===== config.mk =====
export PLATFORM = sky130hd
export DESIGN_NAME = bin2bcd_seq_ctrl
export DESIGN_NICKNAME = d
export VERILOG_FILES = /design/src/rtl/bin2bcd_pkg.sv /design/src/rtl/bin2bcd_seq_ctrl_add3.sv /design/src/rtl/bin2bcd_seq_ctrl.sv
export SDC_FILE = /design/constraint.sdc
export NUM_CORES = 1
export LEC_CHECK = 0
export ABC_AREA = 1
export BUFFER_PORTS_ARGS = -buffer_cell sky130_fd_sc_hd__buf_2
export CORE_UTILIZATION = 40
export CTS_CLUSTER_DIAMETER = 30
export DETAILED_ROUTE_END_ITERATION = 10
export GPL_TIMING_DRIVEN = 0
export PLACE_DENSITY_LB_ADDON = 0.05
export RECOVER_POWER = 25
export SKIP_CTS_REPAIR_TIMING = 1
export SLEW_MARGIN = 20
export SYNTH_ARGS = -nofsm -noshare
export SYNTH_HDL_FRONTEND = slang
export SYNTH_HIERARCHICAL = 1
export SYNTH_SLANG_ARGS = --single-unit
export TNS_END_PERCENT = 10

===== constraint.sdc =====
create_clock -name clk -period 2.3 [get_ports clk]
set_input_delay 0.115 -clock clk [delete_from_list [all_inputs] [get_ports clk]]
set_output_delay 0.115 -clock clk [all_outputs]
set_load 0.02 [all_outputs]

===== src/rtl/bin2bcd_pkg.sv =====
// Shared types and helpers for the sequential binary-to-BCD converter.
package bin2bcd_pkg;

  localparam int BCD_W = 4;

  typedef enum logic [1:0] {
    IDLE = 2'd0,
    CONV = 2'd1,
    DONE = 2'd2
  } state_e;

  // Smallest digit count whose decimal range covers every WIDTH-bit value.
  function automatic int min_digits(input int width);
    longint unsigned maxv;
    longint unsigned pow10;
    int d;
    maxv  = (64'd1 << width) - 64'd1;
    pow10 = 64'd1;
    d     = 0;
    for (int i = 0; i < 20; i++) begin
      if (pow10 <= maxv) begin
        pow10 = pow10 * 64'd10;
        d     = d + 1;
      end
    end
    return d;
  endfunction

endpackage


===== src/rtl/bin2bcd_seq_ctrl_add3.sv =====
// Single-digit double-dabble correction: digits of five or more get +3.
module bcd_add3
  import bin2bcd_pkg::*;
(
  input  logic [BCD_W-1:0] din,
  output logic [BCD_W-1:0] dout
);

  // Correct the digit before the next left shift.
  always_comb begin
    if (din >= 4'd5) begin
      dout = din + 4'd3;
    end else begin
      dout = din;
    end
  end

endmodule


===== src/rtl/bin2bcd_seq_ctrl.sv =====
// Iterative binary-to-BCD converter: one double-dabble step per clock,
// valid/ready on both sides.
module bin2bcd_seq_ctrl
  import bin2bcd_pkg::*;
#(
  parameter int WIDTH  = 8,
  parameter int DIGITS = 3
) (
  input  logic                      clk,
  input  logic                      rst_n,
  input  logic                      in_valid,
  output logic                      in_ready,
  input  logic [WIDTH-1:0]          bin_in,
  output logic                      out_valid,
  input  logic                      out_ready,
  output logic [BCD_W*DIGITS-1:0]   bcd_out,
  output logic                      busy
);

  localparam int CW = $clog2(WIDTH + 1);
  localparam int BW = BCD_W * DIGITS;
  localparam logic [CW-1:0] LAST_ITER = CW'(WIDTH - 1);

  localparam logic [1:0] ST_IDLE = IDLE;
  localparam logic [1:0] ST_CONV = CONV;
  localparam logic [1:0] ST_DONE = DONE;

  generate
    if (WIDTH < 2 || DIGITS < min_digits(WIDTH)) begin : g_param_check
      $fatal(1, "bin2bcd_seq_ctrl: DIGITS too small for WIDTH (or WIDTH < 2)");
    end
  endgenerate

  logic [1:0]       state_r;
  logic [1:0]       state_nx_s;
  logic [CW-1:0]    cnt_r;
  logic [WIDTH-1:0] sr_r;
  logic [BW-1:0]    acc_r;
  logic [BW-1:0]    bcd_r;
  logic             in_ready_r;
  logic             out_valid_r;
  logic             busy_r;
  logic [BW-1:0]    corr_s;
  logic [BW+WIDTH-1:0] pair_s;
  logic             accept_s;
  logic             last_s;

  genvar g;
  generate
    for (g = 0; g < DIGITS; g++) begin : g_digit
      bcd_add3 u_add3 (
        .din  (acc_r[g*BCD_W +: BCD_W]),
        .dout (corr_s[g*BCD_W +: BCD_W])
      );
    end
  endgenerate

  // The corrected accumulator's top bit falls off here; DIGITS guarantees it is zero.
  assign pair_s   = {corr_s, sr_r} << 1;
  assign accept_s = in_valid && in_ready_r;
  assign last_s   = (cnt_r == LAST_ITER);

  // Next-state decode.
  always_comb begin
    state_nx_s = state_r;
    case (state_r)
      ST_IDLE: begin
        if (accept_s) state_nx_s = ST_CONV;
        else          state_nx_s = ST_IDLE;
      end
      ST_CONV: begin
        if (last_s) state_nx_s = ST_DONE;
        else        state_nx_s = ST_CONV;
      end
      ST_DONE: begin
        if (out_ready) state_nx_s = ST_IDLE;
        else           state_nx_s = ST_DONE;
      end
      default: state_nx_s = ST_IDLE;
    endcase
  end

  // State, handshake flags and datapath registers.
  always_ff @(posedge clk or negedge rst_n) begin
    if (!rst_n) begin
      state_r     <= ST_IDLE;
      cnt_r       <= '0;
      sr_r        <= '0;
      acc_r       <= '0;
      bcd_r       <= '0;
      in_ready_r  <= 1'b1;
      out_valid_r <= 1'b0;
      busy_r      <= 1'b0;
    end else begin
      state_r     <= state_nx_s;
      in_ready_r  <= (state_nx_s == ST_IDLE);
      out_valid_r <= (state_nx_s == ST_DONE);
      busy_r      <= (state_nx_s != ST_IDLE);
      case (state_r)
        ST_IDLE: begin
          if (accept_s) begin
            sr_r  <= bin_in;
            acc_r <= '0;
            cnt_r <= '0;
          end
        end
        ST_CONV: begin
          sr_r  <= pair_s[WIDTH-1:0];
          acc_r <= pair_s[BW+WIDTH-1:WIDTH];
          cnt_r <= cnt_r + CW'(1);
          // The output register only moves on entry to DONE, so it never toggles mid-conversion.
          if (last_s) bcd_r <= pair_s[BW+WIDTH-1:WIDTH];
        end
        default: begin
        end
      endcase
    end
  end

  assign in_ready  = in_ready_r;
  assign out_valid = out_valid_r;
  assign busy      = busy_r;
  assign bcd_out   = bcd_r;

endmodule


==> impl_metrics.py <==
metrics = {
    "critical_path": {
        "critical_path_start_end_classification": "flip-flop to flip-flop",
        "crit_fanout": 10,
        "timing.critical_path.to_type": "flip-flop",
        "worstPathArrival_ps": 1570,
        "cp-start-kind": "flip-flop",
        "cp.required_ps": 2490,
    },
    "run_status": {
        "status": "finished with violations",
        "violations_in_the_final_reports": "negative hold slack",
    },
    "placement": {
        "place_worst_setup_slack_ps": 918.9,
        "placedInstanceArea_um2": 2350,
        "detailedPlacementHpwl_mm": 3.074,
        "final_wtd_congestion": 0.8279,
        "io_buffers": 26,
    },
    "sta": {
        "worst_slack_setup_final_ps": 921.2,
        "period_share_pct": 59.95,
        "maxSlewViolCount": 0,
        "hold_viol_final": 40,
        "report.final.setup_viol": 0,
        "setup_tns_ps": 0,
        "worst_hold_slack_across_all_endpoints_ps": -45.68,
        "rel_slew_slack_pct": 38.43,
        "rsz0062_at_grt": "no",
        "clock-skew-final_ps": 3.267,
        "layout_min_cycle_time_ps": 1379,
        "timing_worst_slew_pin_value_ps": 923.5,
        "fmax_ghz": 0.7252,
    },
    "global_route": {
        "grt_pass1_vias": 1671,
        "initial_antenna_violation_count": 0,
        "grt_remaining_overflow": 0,
        "grt_start_max_net_pins": 42,
        "gr-usage-all-layers_pct": 17.51,
        "global_route_wire_length_before_repair_mm": 7.362,
    },
    "clock_tree": {
        "cts.root.buffer_cell": "sky130_fd_sc_hd__clkbuf_8",
        "clock_insertion_delay_worst_skew_ps": 290,
        "sink_count": 41,
        "cts_made_buffers": 5,
        "clock_tree_from_tritoncts": "yes",
        "cts_htree_levels": 2,
        "cts_buffer_depth": 2,
        "cts.clk_slew.worst_paths_ps": 80,
    },
    "finish": {
        "util_after_layout_pct": 47.62,
        "area.growth.synth_to_final_pct": 14.08,
        "design_area_um2": 2432,
        "design.final.nets": 321,
        "diodes": 0,
        "fill_cells": 553,
        "drive_gt1_share_pct": 22.77,
    },
    "job": {
        "maximum_capacitance_violations": 0,
    },
    "routing": {
        "remaining_drc_errors": 0,
        "routed_wl_mm": 4.393,
        "num_vias": 1727,
        "routedWlPerCell_um": 11.78,
        "avgViaCountPerCell": 4.630,
        "drtIter0Drc": 30,
        "drtPass1Iterations": 4,
        "final_antenna_net_count": 0,
    },
    "yosys": {
        "syn_area_um2": 2132,
        "syn_inst": 269,
        "ys_warn_count": 6,
        "synthesis.area_per_instance_um2": 7.926,
        "synth.net_count": 288,
    },
    "floorplan": {
        "die-width_um": 75.01,
        "total_i_o_pin_count": 27,
        "initial_utilization_pct": 41.74,
        "dieArea_um2": 5626,
        "core_region_area_um2": 5107,
        "fp.dieH_um": 75.01,
        "placement_rows": 26,
    },
    "power_and_ir_drop": {
        "p_sw_uw": 1650,
        "power_frac_clock_pct": 13.0,
        "combinational_cell_fraction_of_total_power_pct": 51.2,
        "static-leakage-power_uw": 0.001357,
        "part_of_the_power_in_registers_pct": 35.8,
        "finalPower_uw": 3569,
        "power.switching_fraction_pct": 46.24,
        "p_int_uw": 1919,
        "largest_vdd_supply_drop_uv": 455.1,
        "p_per_area_nw_per_um2": 1467,
    },
    "hold_path": {
        "worst_min_delay_path_class": "input pin to asynchronous set/reset pin",
    },
}
routing by layer:
| metal | part of all wire [%] | wire [µm] | up-vias | track usage (%) |
|---|---|---|---|---|
| li1 | - | - | 912 | - |
| met3 | 2.5 | 108 | 6 | 4.418 |
| met2 | 45 | 1993 | 16 | 28.23 |
| met1 | 51 | 2240 | 793 | 23.35 |
| met5 | 0 | 0 | - | 0 |
| met4 | 1.2 | 51 | 0 | 5.031 |
power groups by stage:
stage	clock network (µW)	logic, µW	registers, µW
final	464	1830	1280
after detailed placement	0	1850	1300
after global routing	509	2110	1320
after global placement	0	1840	1280
after CTS	484	1860	1280
after floorplan	0	1290	1390
worst max-delay path: stages, from the launching register on:
cell and delay [ps]:
sky130_fd_sc_hd__dfrtp_1 430, sky130_fd_sc_hd__ha_1 220, sky130_fd_sc_hd__nand2_1 80, sky130_fd_sc_hd__nor2_1 150, sky130_fd_sc_hd__nand2_2 130, sky130_fd_sc_hd__buf_6 170
sky130_fd_sc_hd__nand2_1 60, sky130_fd_sc_hd__nand2_1 50
cell type report:
type	instances	area (µm²)	area share [%]
sequential	41	1027	42.23
multi-input combinational	201	978.4	40.23
timing repair buffer	26	130.1	5.350
tap	70	87.58	3.601
clock buffer	6	72.57	2.984
inverter	18	67.56	2.778
buffer	9	58.81	2.418
clock inverter	2	10.01	0.4115
state kept, by name, summed over array words and instances (netlist names):
name	flops
in_ready	1
state_r	2
acc_r	12
out_valid	1
sr_r	8
cnt_r	4
bcd_out	12
busy	1
worst paths after layout:
kind                       cells after the start       start           to  slack [ps]
min                                            1       rst_n  bcd_out[11]         -50
max                                            7    cnt_r[0]   bcd_out[0]         920
min reg2reg                                    2  bcd_out[9]   bcd_out[9]         480
max in group asynchronous                      1       rst_n      sr_r[3]        1770
min in group clk                               3   bin_in[0]      sr_r[0]          50
max reg2reg                                    7    cnt_r[0]   bcd_out[0]         920
through the flow:
stage | hold slack (ps) | std cells
finish | -45.68 | 373
global route | 40.54 | 373
CTS | -0.9307 | 373
detailed placement | 321.1 | 365
global placement | 324.4 | 365
floorplan | -180.6 | 269
cell usage in the layout (no fill, tap or decap), types with 5 or more instances in the layout:
| cell | count |
|---|---|
| sky130_fd_sc_hd__nand2_1 | 116 |
| sky130_fd_sc_hd__dfrtp_1 | 40 |
| sky130_fd_sc_hd__nand3_1 | 39 |
| sky130_fd_sc_hd__buf_2 | 31 |
| sky130_fd_sc_hd__inv_1 | 13 |
| sky130_fd_sc_hd__nor2_1 | 10 |
| sky130_fd_sc_hd__ha_1 | 7 |
| sky130_fd_sc_hd__o21ai_0 | 6 |
| sky130_fd_sc_hd__nor2_4 | 6 |
| sky130_fd_sc_hd__inv_2 | 5 |
| sky130_fd_sc_hd__nand2_2 | 5 |
| sky130_fd_sc_hd__clkbuf_8 | 5 |
No activity file was read; power rests on OpenSTA's default activity.
